<file path="src/rtl/sw_debounce_hit.sv">
// Switch front end: synchronises, debounces and edge-detects raw slide switches, then reduces
// the rising edges to a single registered hit event for the game/score stage.
// Latency: 2 sync cycles + (STABLE_TICKS-1)*TICK_DIV+1 .. STABLE_TICKS*TICK_DIV cycles to sw_db,
//          with edge pulses in the same cycle as the sw_db change and the hit event one cycle later.
// Backpressure: none. The outputs are pulses and levels, and the consumer must sample every cycle.
//
// Ports:
//   clk        system clock; all state changes on the rising edge
//   rst        synchronous active-high reset; clears every register
//   sw         raw switch levels, asynchronous to clk
//   sw_db      debounced switch levels
//   sw_rise    one-cycle pulse per channel on a debounced 0->1
//   sw_fall    one-cycle pulse per channel on a debounced 1->0
//   hit_valid  one-cycle pulse, one cycle after any sw_rise bit
//   hit_idx    lowest rising channel of the last hit; holds between hits
//   hit_multi  high with hit_valid when more than one channel rose together
module sw_debounce_hit #(
    parameter int N_SW         = 16,
    parameter int TICK_DIV     = 50000,
    parameter int STABLE_TICKS = 10,
    localparam int IDX_W       = (N_SW > 1) ? $clog2(N_SW) : 1
) (
    input  logic              clk,
    input  logic              rst,
    input  logic [N_SW-1:0]   sw,
    output logic [N_SW-1:0]   sw_db,
    output logic [N_SW-1:0]   sw_rise,
    output logic [N_SW-1:0]   sw_fall,
    output logic              hit_valid,
    output logic [IDX_W-1:0]  hit_idx,
    output logic              hit_multi
);

    localparam int PRE_W = (TICK_DIV > 1) ? $clog2(TICK_DIV) : 1;
    localparam int CNT_W = (STABLE_TICKS > 0) ? $clog2(STABLE_TICKS + 1) : 1;

    localparam logic [PRE_W-1:0] PRE_LAST = PRE_W'(TICK_DIV - 1);
    localparam logic [CNT_W-1:0] CNT_LAST = CNT_W'(STABLE_TICKS - 1);
    localparam logic [N_SW-1:0]  ONE_VEC  = {{(N_SW-1){1'b0}}, 1'b1};

    // ------------------------------------------------------------------
    // Two-flop synchroniser; only s2 is trusted downstream.
    // ------------------------------------------------------------------
    logic [N_SW-1:0] s1;
    logic [N_SW-1:0] s2;

    always_ff @(posedge clk) begin
        if (rst) begin
            s1 <= '0;
            s2 <= '0;
        end else begin
            s1 <= sw;
            s2 <= s1;
        end
    end

    // ------------------------------------------------------------------
    // Free-running sample prescaler shared by all channels.
    // ------------------------------------------------------------------
    logic [PRE_W-1:0] pre;
    logic             tick;

    assign tick = (pre == PRE_LAST);

    always_ff @(posedge clk) begin
        if (rst) begin
            pre <= '0;
        end else if (tick) begin
            pre <= '0;
        end else begin
            pre <= pre + 1'b1;
        end
    end

    // ------------------------------------------------------------------
    // Per-channel debounce. The counter only advances on ticks while the
    // synchronised input disagrees with the accepted level; any cycle of
    // agreement clears it, so a bouncing contact never accumulates.
    // Edge pulses are produced here so they line up with the sw_db change.
    // ------------------------------------------------------------------
    logic [CNT_W-1:0] cnt [N_SW];

    always_ff @(posedge clk) begin
        if (rst) begin
            sw_db   <= '0;
            sw_rise <= '0;
            sw_fall <= '0;
            for (int i = 0; i < N_SW; i++) begin
                cnt[i] <= '0;
            end
        end else begin
            sw_rise <= '0;
            sw_fall <= '0;
            for (int i = 0; i < N_SW; i++) begin
                if (s2[i] == sw_db[i]) begin
                    cnt[i] <= '0;
                end else if (tick) begin
                    if (cnt[i] == CNT_LAST) begin
                        sw_db[i]   <= s2[i];
                        sw_rise[i] <= s2[i];
                        sw_fall[i] <= ~s2[i];
                        cnt[i]     <= '0;
                    end else begin
                        cnt[i] <= cnt[i] + 1'b1;
                    end
                end
            end
        end
    end

    // ------------------------------------------------------------------
    // Hit reduction of the registered rise vector.
    // Scanning from the top down leaves the lowest set index in low_idx.
    // x & (x-1) clears the lowest set bit; anything left means >1 rise.
    // ------------------------------------------------------------------
    logic             any_rise;
    logic             many_rise;
    logic [IDX_W-1:0] low_idx;

    always_comb begin
        low_idx = '0;
        for (int i = N_SW - 1; i >= 0; i--) begin
            if (sw_rise[i]) begin
                low_idx = IDX_W'(i);
            end
        end
    end

    assign any_rise  = |sw_rise;
    assign many_rise = |(sw_rise & (sw_rise - ONE_VEC));

    always_ff @(posedge clk) begin
        if (rst) begin
            hit_valid <= 1'b0;
            hit_idx   <= '0;
            hit_multi <= 1'b0;
        end else begin
            hit_valid <= any_rise;
            hit_multi <= any_rise & many_rise;
            if (any_rise) begin
                hit_idx <= low_idx;
            end
        end
    end

endmodule

</file>
<file path="config.mk">
export PLATFORM = sky130hd
export DESIGN_NAME = sw_debounce_hit
export DESIGN_NICKNAME = d
export VERILOG_FILES = /design/src/rtl/sw_debounce_hit.sv
export SDC_FILE = /design/constraint.sdc
export NUM_CORES = 1
export LEC_CHECK = 0
export BUFFER_PORTS_ARGS = -buffer_cell sky130_fd_sc_hd__buf_4
export CAP_MARGIN = 20
export CORE_UTILIZATION = 35
export CTS_BUF_LIST = sky130_fd_sc_hd__clkbuf_16
export DETAILED_ROUTE_END_ITERATION = 8
export HOLD_SLACK_MARGIN = 0.06
export PLACE_DENSITY = 0.5
export RECOVER_POWER = 50
export SLEW_MARGIN = 15
export SYNTH_ARGS = -nofsm -noshare
export SYNTH_HDL_FRONTEND = slang
export SYNTH_SLANG_ARGS = --single-unit
export TNS_END_PERCENT = 100
</file>
<file path="constraint.sdc">
create_clock -name clk -period 6 [get_ports clk]
set_input_delay 1.2 -clock clk [delete_from_list [all_inputs] [get_ports clk]]
set_output_delay 1.2 -clock clk [all_outputs]
set_load 0.005 [all_outputs]
</file>
# Word-level counts from Yosys, hierarchy flattened

Memory sizes are Yosys's and may differ from the RTL's.
Index checks and enable logic that the tools add are counted.

Bits in writable memories: 64
Output and inout bits: 54
Register bits after elaboration: 102
Logic and storage cells: 514
Memories kept: 1

Bitwise gates (word level): 99
Reductions and logical operators: 35
Equality and inequality tests: 33
Mux-type cells: 274
Add/sub/neg operators: 18

Memories:

| name | words | width | rd ports | clocked after Yosys merged registers in | wr ports | line | RTL |
|---|---|---|---|---|---|---|---|
| cnt  | 16    | 4     | 16       | 0                                       | 16       | 81   | `logic [CNT_W-1:0] cnt [N_SW];` |

Operators by type and width:

| operator                                                              | count |
|---|---|
| 4-bit two-way mux                                                     | 64 |
| 1-bit two-way mux                                                     | 210 |
| 4-bit by 1-bit adder with 4-bit output (second input constant)        | 16 |
| 4-bit == test (second input constant)                                 | 16 |
| 4-bit OR reduction                                                    | 16 |
| 1-bit NOT                                                             | 49 |
| 1-bit OR                                                              | 48 |
| 3-bit AND reduction                                                   | 16 |
| 16-bit OR reduction                                                   | 2 |
| 16-bit by 1-bit adder with 16-bit output (second input constant)      | 1 |
| 16-bit bitwise AND                                                    | 1 |
| 1-bit == test                                                         | 16 |
| 16-bit == test (second input constant)                                | 1 |
| 16-bit by 1-bit subtractor with 16-bit output (second input constant) | 1 |
| 2-bit OR reduction                                                    | 1 |
| 1-bit bitwise AND                                                     | 1 |

# Longest topological paths before layout

Gate-level depths: netlist of run 1.

Word-level depth: 16
Gate-level depth with buffers: 8
Mapped depth without buffers: 6

# Worst setup path after synthesis of run 1

OpenSTA, ideal clock, no wires.

Path type: in2reg
Start point: input rst
End point: register hit_idx[0]
Arrival time: 1929 ps
Cell stages on the path: 4
Path slack: 3942 ps
Path through: clkbuf_1 -> clkbuf_1 -> nand3b_1 -> o31ai_1

RTL lines:

| what                 | line | RTL |
|---|---|---|
| start, declared      | 24   | `input logic rst,` |
| end signal, assigned | 141  | `hit_idx <= low_idx;` |
| end, declared        | 30   | `output logic [IDX_W-1:0] hit_idx,` |

==> summary.md, run 1 <==
| Metric | Value |
|---|---|
| Outcome | complete, but fails checks |
| Violations in the final reports | capacitance limit, slew limit |
| Number of buffers inserted during clock tree synthesis | 17 |
| Ys flop type | dfxtp_1 |
| Register clock-pin slew on the reported worst setup and hold paths | 60 ps |
| Int Power | 1860 uW |
| Number of antenna violations at the first check in global routing | 0 |
| Number of buffers inserted by post-CTS setup repair | 0 |
| PwrDens | 280.0 nW/um2 |
| Part of the power in registers | 51.4% |
| Largest cells by area after synthesis | dfxtp_1, edfxtp_1, nor2_1 |
| GR met2 Demand/Resource | 25.06% |
| Number of global-route vias before repair | 4614 |
| Most frequent cell after synthesis | nor2_1 |
| Synth Net Count | 716 |
| Buffers added on ports | 71 |
| Mapped Area | 6983 um2 |
| Largest delay contributor family on the critical path | buffers and inverters |
| Design area | 8349 um2 |
| Core Box Area | 19530 um2 |
| Number of instances resized during post-cts repair | 0 |
| Total number of vias | 4777 |
| Layer with the highest usage | met2 |
| Global Route met1 Usage | 19.12% |
| Final slew viol count | 35 |
| Total gr overflow | 0 |
| Maximum number of buffers from clock root to sink | 2 |
| Fraction of final layout cells with drive strength greater than 1 | 12.88% |
| Clock latency reported for the late side of the worst-skew pair | 420 ps |
| Required time reported for the critical path endpoint | 6170 ps |
| Overall routing resource usage | 15.17% |
| Layout Utilization | 42.76% |
| IR Drop Worst-Case VDD | 197.1 uV |
| Wire length of the first global-routing pass | 23.37 mm |
| RD Place Congestion | 0.7943 |
| WP buf/inv | 2 |
| Width of the die | 143.3 um |
| Count of flip-flops with a built-in enable after synthesis | 64 |
| Starting utilization of the core area | 35.76% |
| Antenna diode count | 0 |
| Initial DRC Count | 205 |
| RSZ-0062 raised after global routing | false |
| Commonest cells in the synthesized netlist | nor2_1, dfxtp_1, edfxtp_1 |
| Critical path endpoint category | flip-flop |
| Comb pwr share | 2.2% |
| TritonCTS sink count | 166 |
| Maximum number of pins on one net before global-route repair | 37 |
| Number of distinct library cells after synthesis | 39 |
| Area growth, synth to finish | 19.57% |
| Critical path type | input port to flip-flop |
| Post-route DRC violation count | 0 |
| Count of nets after finishing | 791 |
| Worst path arrival time | 3420 ps |
| Number of rows created at floorplan | 51 |
| Cell with the largest stage delay on the worst path | clkbuf_1 |
| Actual slew at the worst max-slew pin | 1616 ps |
| Net switching power | 477.8 uW |
| Tmin final | 3247 ps |
| Clock share of power | 46.4% |
| M3 GR Usage | 3.655% |
| Achievable clock frequency | 0.3080 GHz |
| Wire length after detailed routing | 14.43 mm |
| Final Setup Violations | 0 |
| Final-report hold violation count | 0 |
| Post-route clock skew | 7.060 ps |
| Count of H-tree levels built during CTS | 4 |
| Slew Limit Headroom | -7.702% |
| Number of filler instances in the final layout | 1935 |
| Cell-by-cell listing of the critical path | clkbuf_1 > buf_4 > nor2_1 > nand3_1 > nor2_1 |
| Average wire per cell in the routed design | 14.17 um |
| Die span in y | 143.3 um |
| Leakage | 0.003159 uW |
| Cell type contributing the most total cell area after synthesis | dfxtp_1 |
| Most frequent CP cell | nor2_1 |
| Worst Setup Start Kind | input port |
| Share of flip-flops with an asynchronous set or reset | 0% |
| Floorplan die area | 20520 um2 |
| Period utilisation layout | 54.12% |
| Post-place instance area | 7799 um2 |
| Number of maximum-capacitance constraint violations | 1 |
| 1st-pass router iterations | 4 |
| CTS tree | yes |
| Yosys synthesis warning count | 0 |
| Syn Area/Cell | 10.50 um2 |
| Area share of the leading cell type in the synthesized netlist | 29.24% |
| Boundary pin count | 72 |
| Sequential share of the synthesized area | 56.76% |
| Type of the most critical hold path | flip-flop to flip-flop |
| ANT nets after route | 0 |
| Hold_buf cts | 0 |
| Peak fanout along the critical path | 36 |
| Switching power share of the total | 20.44% |
| Avg Vias per Cell | 4.693 |
| Synth Register Bits | 166 |
| HPWL Detailed | 10.33 mm |
| Delay contributed by the slowest stage of the critical path | 1140 ps |
| Cell count after synthesis | 665 |
| Cell chosen for the clock root | clkbuf_16 |
| Total negative setup slack | 0 ps |
-- state kept, by name, indices dropped and copies added (netlist names), 4 cells and up --
| register | count |
|---|---|
| cnt | 64 |
| pre | 16 |
| s1 | 16 |
| s2 | 16 |
| sw_db | 16 |
| sw_fall | 16 |
| sw_rise | 16 |
| hit_idx | 4 |
-- path summary, 6_finish.rpt --
check / from / endpoint / slack [ps] / cells past startpoint
max: rst / cnt[1][30] / 2750 / 5
min: s1[3] / s2[3] / 440 / 1
max reg2reg: pre[6] / sw_fall[14] / 3060 / 6
min reg2reg: s1[3] / s2[3] / 440 / 1
-- routing by layer --
metal	part of all wire [%]	routed length, um	vias to the layer above
met2	48	6894	70
met3	3.5	498	13
li1	-	-	2417
met5	0	0	-
met1	47	6842	2277
met4	1.3	191	0
-- kinds of logic (layout without fill, tap and decap cells) --
| family | after synthesis | in the layout | share of synthesized area [%] |
|---|---|---|---|
| compound gates | 38 | 38 | 3.441 |
| xor+xnor | 51 | 51 | 6.397 |
| fa+ha+maj | 34 | 34 | 6.056 |
| buf+inv | 44 | 132 | 2.419 |
| flops | 166 | 166 | 56.76 |
| mux | 16 | 16 | 2.293 |
| simple gates | 316 | 316 | 22.63 |
-- cells in the final DEF (no fill, tap or decap), types with 6 or more instances in the layout --
| cell | n |
|---|---|
| nand2b_1 | 25 |
| nor2_1 | 124 |
| nand3_1 | 39 |
| inv_1 | 26 |
| mux2i_1 | 16 |
| nor4_1 | 10 |
| buf_4 | 31 |
| clkbuf_4 | 33 |
| clkbuf_16 | 17 |
| and3_1 | 6 |
| xor2_1 | 30 |
| dfxtp_1 | 102 |
| xnor2_1 | 21 |
| edfxtp_1 | 64 |
| ha_1 | 33 |
| nand3b_1 | 17 |
| clkbuf_1 | 10 |
| a21oi_1 | 17 |
| nor3_1 | 25 |
| o21ai_0 | 6 |
| nand2_1 | 22 |
| nor2b_1 | 32 |
-- area by class of cell --
type,instances,area [um2],area share (%)
multi-input cells,455,2850,34.14
inverters,26,97.59,1.169
repair buffers,74,518.0,6.204
well taps,265,331.6,3.971
flip-flops and latches,166,3964,47.47
clock buffers,17,425.4,5.095
clock inverters,15,162.7,1.948
-- power groups by stage --
stage	Sequential, uW	Clock, uW	Combinational [uW]
floorplan	1220	0	34.8
global placement	1230	0	50.7
detailed placement	1230	0	52.5
CTS	1200	1110	52.8
global route	1210	1170	58.7
finish	1200	1080	51.3
-- metrics by stage --
step | hold slack, ps | setup slack, ps | total power, uW | std cells
2_1_floorplan | 413.2 | 3942 | 1258 | 665
3_3_place_gp | 418.6 | 3215 | 1276 | 986
3_5_place_dp | 422.3 | 3008 | 1280 | 986
4_1_cts | 437.4 | 2984 | 2370 | 1018
5_1_grt | 458.0 | 2473 | 2429 | 1018
6_report | 436.5 | 2753 | 2338 | 1018
Power figures use the tool's default switching activity.
==> inputs of run 2 (changes only) <==
--- a/config.mk
+++ b/config.mk
@@ -11,7 +11,7 @@
 export CTS_BUF_LIST = sky130_fd_sc_hd__clkbuf_16
 export DETAILED_ROUTE_END_ITERATION = 8
 export HOLD_SLACK_MARGIN = 0.06
-export PLACE_DENSITY = 0.5
+export PLACE_DENSITY = 0.52
 export RECOVER_POWER = 50
 export SLEW_MARGIN = 15
 export SYNTH_ARGS = -nofsm -noshare
==> constraint.sdc (replaced) <==
create_clock -name clk -period 2.95 [get_ports clk]
set_input_delay 0.59 -clock clk [delete_from_list [all_inputs] [get_ports clk]]
set_output_delay 0.59 -clock clk [all_outputs]
set_load 0.005 [all_outputs]
==> run 2 against run 1 <==
Clock power grew 110%. The run now ends clean. Critical endpoint is now pre[7]. Highest routed layer unchanged. Combinational power grew 100%. Final cell count grew 0.39%.
==> summary.md, run 2 (synthesis gave the netlist of run 1 again) <==
| Metric | Value |
|---|---|
| Clock latency reported for the late side of the worst-skew pair | 420 ps (about the same) |
| Required time reported for the critical path endpoint | 3290 ps (-2880 ps) |
| Average wire per cell in the routed design | 13.77 um (-2.8%) |
| Post-route DRC violation count | 0 (unchanged) |
| Number of rows created at floorplan | 51 (unchanged) |
| Net switching power | 1029 uW (+120%) |
| Wire length of the first global-routing pass | 23.06 mm (-1.3%) |
| Switching power share of the total | 21.38% (+0.94 points) |
| Final Setup Violations | 0 (unchanged) |
| Peak fanout along the critical path | 15 (-58%) |
| Antenna diode count | 0 (unchanged) |
| Critical path endpoint category | flip-flop |
| Worst reg2reg path startpoint | pre[0] |
| Number of buffers inserted during clock tree synthesis | 17 (unchanged) |
| Largest register FFs | 64 (unchanged) |
| Number of maximum-capacitance constraint violations | 0 (-1) |
| RSZ-0062 raised after global routing | false |
| 1st-pass router iterations | 4 (unchanged) |
| ANT nets after route | 0 (unchanged) |
| Clock share of power | 47.1% (+0.7 points) |
| TritonCTS sink count | 166 (unchanged) |
| Met2 layer wire length in the routed design | 7.055 mm (+2.3%) |
| Floorplan die area | 20520 um2 (unchanged) |
| Final slew viol count | 0 (-100%) |
| Die span in y | 143.3 um (unchanged) |
| Register clock-pin slew on the reported worst setup and hold paths | 70 ps (about the same) |
| Part of the power in registers | 50.8% (-0.6 points) |
| Layout Utilization | 42.96% (+0.20 points) |
| Maximum number of buffers from clock root to sink | 2 (unchanged) |
| Largest Register | cnt |
| Actual slew at the worst max-slew pin | 1297 ps (-318.8 ps) |
| Worst Setup Start Kind | flip-flop |
| Total number of vias | 4801 (+0.50%) |
| IR Drop Worst-Case VDD | 472.6 uV (+140%) |
| Achievable clock frequency | 0.4324 GHz |
| Critical path type | flip-flop to flip-flop |
| Core Box Area | 19530 um2 (unchanged) |
| Starting utilization of the core area | 35.76% (unchanged) |
| Number of antenna violations at the first check in global routing | 0 (unchanged) |
| PwrDens | 574.0 nW/um2 (+100%) |
| Post-route clock skew | 9.292 ps (+2.232 ps) |
| Boundary pin count | 72 (unchanged) |
| Number of buffers inserted by post-CTS setup repair | 0 (unchanged) |
| Count of nets after finishing | 795 (+0.51%) |
| Final-report hold violation count | 0 (unchanged) |
| Start point of the critical path | pre[0] |
| Width of the die | 143.3 um (unchanged) |
| Most frequent standard cell in the layout excluding fill and tap cells | nor2_1 |
| Met3 routed WL | 505 um (+1.4%) |
| Type of the most critical hold path | input port to flip-flop |
| Avg Vias per Cell | 4.698 (+0.11%) |
| Wire length after detailed routing | 14.08 mm (-2.4%) |
| Delay contributed by the slowest stage of the critical path | 580 ps (-560 ps) |
| Cell-by-cell listing of the critical path | ha_1 > and3_1 > nand3_1 > clkbuf_1 > nand2b_1 > nor2_1 |
| Number of global-route vias before repair | 4724 (+2.4%) |
| Buffers added on ports | 71 (unchanged) |
| Leakage | 0.003167 uW (+0.28%) |
| Hold_buf cts | 0 (unchanged) |
| Maximum number of pins on one net before global-route repair | 27 (-27%) |
| Worst Min Path Start | sw[1] |
| Most frequent cells in the layout | nor2_1, dfxtp_1, edfxtp_1 |
| Overall routing resource usage | 14.72% (-0.46 points) |
| Comb pwr share | 2.2% (about the same) |
| Slew Limit Headroom | 13.55% (+21 points) |
| Total negative setup slack | 0 ps (unchanged) |
| HPWL Detailed | 10.16 mm (-1.6%) |
| Int Power | 3786 uW (+100%) |
| Highest metal layer used by the detailed router | met4 |
| Number of instances resized during post-cts repair | 0 (unchanged) |
| RD Place Congestion | 0.7946 (about the same) |
| Cell with the largest stage delay on the worst path | clkbuf_1 |
| Period utilisation layout | 78.39% |
| Tmin final | 2313 ps |
| Area growth, synth to finish | 20.12% |
| Fraction of final layout cells with drive strength greater than 1 | 13.08% (+0.20 points) |
| Worst path arrival time | 2660 ps (-760 ps) |
| Count of H-tree levels built during CTS | 4 (unchanged) |
| Wl on met1 | 6.350 mm (-7.2%) |
| Outcome | finished, final reports clean |
| CTS tree | yes |
| Total gr overflow | 0 (unchanged) |
| Tot Pwr | 4815 uW (+110%) |
| Cell chosen for the clock root | clkbuf_16 |
| Initial DRC Count | 240 (+17%) |
run 2: layout make-up:
cell class	count	area, um2
clock buffers	18	450.4
clock inverters	14	165.2
fillers	1933	11140
inverters	26	97.59
multi-input cells	455	2846
flip-flops and latches	166	3964
well taps	265	331.6
repair buffers	78	533.0
run 2: metal layers:
metal | vias up | global-route usage [%]
li1 | 2426 | -
met1 | 2299 | 17.89
met2 | 63 | 24.98
met3 | 13 | 4.259
met4 | 0 | 4.703
met5 | - | 0
run 2: metrics by stage:
step | cells | worst slack (ps) | hold WS, ps | cell area (um2)
floorplan | 665 | 912.8 | 413.2 | 6983
global placement | 990 | 745.8 | 417.0 | 7829
detailed placement | 990 | 704.8 | 428.6 | 7829
CTS | 1022 | 641.1 | 348.6 | 8444
global route | 1022 | 485.5 | 356.9 | 8388
finish | 1022 | 637.4 | 373.2 | 8388
run 2: worst max-delay path, delay by kind of cell (launching register included):
family	cells	cell delay, ps
and+or+nand+nor	4	1120
buffers and inverters	1	580
DFF	1	320
adders and majority gates	1	210
run 2: path summary, 6_finish.rpt:
kind	endpoint	slack [ps]	cells past startpoint
max	pre[7]	640	6
min	s1[1]	370	2
max reg2reg	pre[7]	640	6
min reg2reg	s2[13]	440	1
run 2: power by group through the flow:
| stage | Clock, uW | Sequential, uW | Combinational (uW) |
|---|---|---|---|
| 2_1_floorplan | 0 | 2490 | 70.8 |
| 3_3_place_gp | 0 | 2490 | 104 |
| 3_5_place_dp | 0 | 2500 | 107 |
| 4_1_cts | 2340 | 2440 | 108 |
| 5_1_grt | 2440 | 2450 | 119 |
| 6_report | 2270 | 2450 | 104 |
==> inputs of run 3 (changes only) <==
==> constraint.sdc (replaced) <==
create_clock -name clk -period 2 [get_ports clk]
set_input_delay 0.4 -clock clk [delete_from_list [all_inputs] [get_ports clk]]
set_output_delay 0.4 -clock clk [all_outputs]
set_load 0.005 [all_outputs]
==> run 3 against run 2 <==
The run now ends with setup timing left. Sequential share of layout area is 0.74 points lower. Sequential power is 47% higher. Via count is 2.0% higher. Maximum frequency is 14% higher. Register-to-register slack worse by 670 ps. Core utilization is 0.71 points higher. Design area is 1.7% higher. Non-clock buffer count is 17 higher. Die area stayed put. First-iteration DRC count is 23% lower. Combinational power is 49% higher. Critical path type unchanged. Largest cell class unchanged.
==> summary.md, run 3 (synthesis gave the netlist of run 1 again) <==
| Metric | Value |
|---|---|
| Layout Utilization | 43.67% (+0.71 points) |
| Final Setup Violations | 1 (+1) |
| Core Box Area | 19530 um2 (unchanged) |
| Number of rows created at floorplan | 51 (unchanged) |
| ANT nets after route | 0 (unchanged) |
| Leakage | 0.003259 uW (+2.9%) |
| Cell chosen for the clock root | clkbuf_16 |
| Tmin final | 2030 ps (-282.9 ps) |
| Antenna diode count | 0 (unchanged) |
| Final setup slack of the worst path | -29.70 ps (-667.1 ps) |
| Boundary pin count | 72 (unchanged) |
| Die span in y | 143.3 um (unchanged) |
| Buffers added on ports | 71 (unchanged) |
| IR Drop Worst-Case VDD | 571.5 uV (+21%) |
| Total gr overflow | 0 (unchanged) |
| Number of buffers inserted during clock tree synthesis | 17 (unchanged) |
| Largest Register | cnt |
| Clock latency reported for the late side of the worst-skew pair | 420 ps (about the same) |
| Cell with the largest stage delay on the worst path | or4_4 |
| Floorplan die area | 20520 um2 (unchanged) |
| Maximum number of pins on one net before global-route repair | 27 (unchanged) |
| 1st-pass router iterations | 4 (unchanged) |
| PwrDens | 845.6 nW/um2 (+47%) |
| Actual slew at the worst max-slew pin | 914.4 ps (-382.3 ps) |
| Hold_buf cts | 0 (unchanged) |
| Outcome | complete, but fails checks |
| WP buf/inv | 1 (unchanged) |
| Cell-by-cell listing of the critical path | or4_4 > nor4_1 > buf_4 > nand2_1 > o22ai_1 > nand4_1 > o31a_1 |
| Area growth, synth to finish | 22.11% |
| Number of maximum-capacitance constraint violations | 0 (unchanged) |
| Slew Limit Headroom | 39.04% (+25 points) |
| Largest register FFs | 64 (unchanged) |
| Number of cells after detailed placement | 1007 (+1.7%) |
| Count of nets after finishing | 812 (+2.1%) |
| Type of the most critical hold path | input port to flip-flop |
| Total negative setup slack | -29.70 ps (-29.70 ps) |
| Register clock-pin slew on the reported worst setup and hold paths | 60 ps (about the same) |
| Count of H-tree levels built during CTS | 4 (unchanged) |
| Initial DRC Count | 184 (-23%) |
| Maximum number of buffers from clock root to sink | 2 (unchanged) |
| Final slew viol count | 0 (unchanged) |
| Total number of vias | 4895 (+2.0%) |
| Largest delay contributor family on the critical path | simple AND/OR/NAND/NOR gates |
| Delay contributed by the slowest stage of the critical path | 540 ps (-40 ps) |
| Violations in the final reports | setup timing |
| Fraction of final layout cells with drive strength greater than 1 | 14.86% (+1.8 points) |
| RSZ-0062 raised after global routing | true |
| Post-route clock skew | 6.731 ps (-2.562 ps) |
| Required time reported for the critical path endpoint | 2300 ps (-990 ps) |
| Peak fanout along the critical path | 4 (-11) |
| Starting utilization of the core area | 35.76% (unchanged) |
| Avg Vias per Cell | 4.711 (+0.29%) |
| CTS tree | yes |
| Most frequent cells in the layout | nor2_1, dfxtp_1, edfxtp_1 |
| Period utilisation layout | 101.5% (+23 points) |
| Final-report hold violation count | 0 (unchanged) |
| Worst Setup Start Kind | flip-flop |
| Critical path endpoint category | flip-flop |
| Number of global-route vias before repair | 4819 (+2.0%) |
| Average wire per cell in the routed design | 13.93 um (+1.2%) |
| Worst path arrival time | 2330 ps (-330 ps) |
| Final standard cell count with taps included and fillers excluded | 1039 (+1.7%) |
| Achievable clock frequency | 0.4927 GHz (+14%) |
| Wire length of the first global-routing pass | 23.06 mm (unchanged) |
| HPWL Detailed | 10.58 mm (+4.1%) |
| TritonCTS sink count | 166 (unchanged) |
| RD Place Congestion | 0.7993 (+0.59%) |
| Post-route DRC violation count | 0 (unchanged) |
| Wire length after detailed routing | 14.48 mm (+2.8%) |
| Width of the die | 143.3 um (unchanged) |
| Overall routing resource usage | 14.72% (about the same) |
| Most frequent standard cell in the layout excluding fill and tap cells | nor2_1 |
| Critical path type | flip-flop to flip-flop |
| Number of antenna violations at the first check in global routing | 0 (unchanged) |
run 3: changes by cell type in the layout (fill, tap and decap cells not counted), moves of 3 or more:
cell        previous run  this run
buf_4                 20        32
inv_8                  3         0
clkinv_2               1         5
clkbuf_1              14        19
clkinvlp_4             3         0
run 3: metrics by stage:
step                      hold slack, ps  setup WS [ps]  instance area [um2]  power [uW]
after detailed placement           421.8         -38.88                 7984        3851
final                              188.6         -29.70                 8527        7210
after global routing               188.7         -124.7                 8527        7459
after global placement             419.4         -38.65                 7984        3840
after floorplan                    413.2         -5.716                 6985        3774
after CTS                          172.0         -44.94                 8613        7311
run 3: worst paths after layout:
check	startpoint	end	slack, ps	cells after the start
worst max register to register	sw_rise[1]	hit_multi	-30	7
worst min-delay path	sw[13]	s1[13]	190	2
worst min register to register	s1[0]	s2[0]	430	1
worst max-delay path	sw_rise[1]	hit_multi	-30	7
run 3: layout make-up:
class / count / area (um2)
Fill cell: 1911 / 11000
Sequential cell: 166 / 3966
Inverter: 26 / 97.59
Multi-Input combinational cell: 455 / 2865
Tap cell: 265 / 331.6
Clock buffer: 18 / 450.4
Timing Repair Buffer: 95 / 636.9
Clock inverter: 14 / 178.9
run 3: worst reg2reg max path, stage by stage (launching register included):
cell     delay, ps
dfxtp_2        320
or4_4          540
nor4_1         250
buf_4          200
nand2_1         50
o22ai_1        150
nand4_1        110
o31a_1         300
run 3: metal layers:
metal  GRT usage [%]  wire (um)  part of all wire [%]  vias up
met5               0          0                     0        -
met4           5.095        213                   1.5        0
met3           3.823        527                   3.6       18
met2           25.83       7256                    50       59
met1           17.33       6478                    45     2362
li1                -          -                     -     2456
run 3: where the power goes:
part	switching, uW	internal (uW)
combinational	81.2	74.2
sequential	45.6	3560
clock	1290	2150
run 3: timing repair:
| item | CTS | global route |
|---|---|---|
| endpoints found under the setup margin | 1 | 120 |
| setup buffers | 0 | 0 |
| gates cloned | 0 | 0 |
| gates resized for setup | 0 | 4 |
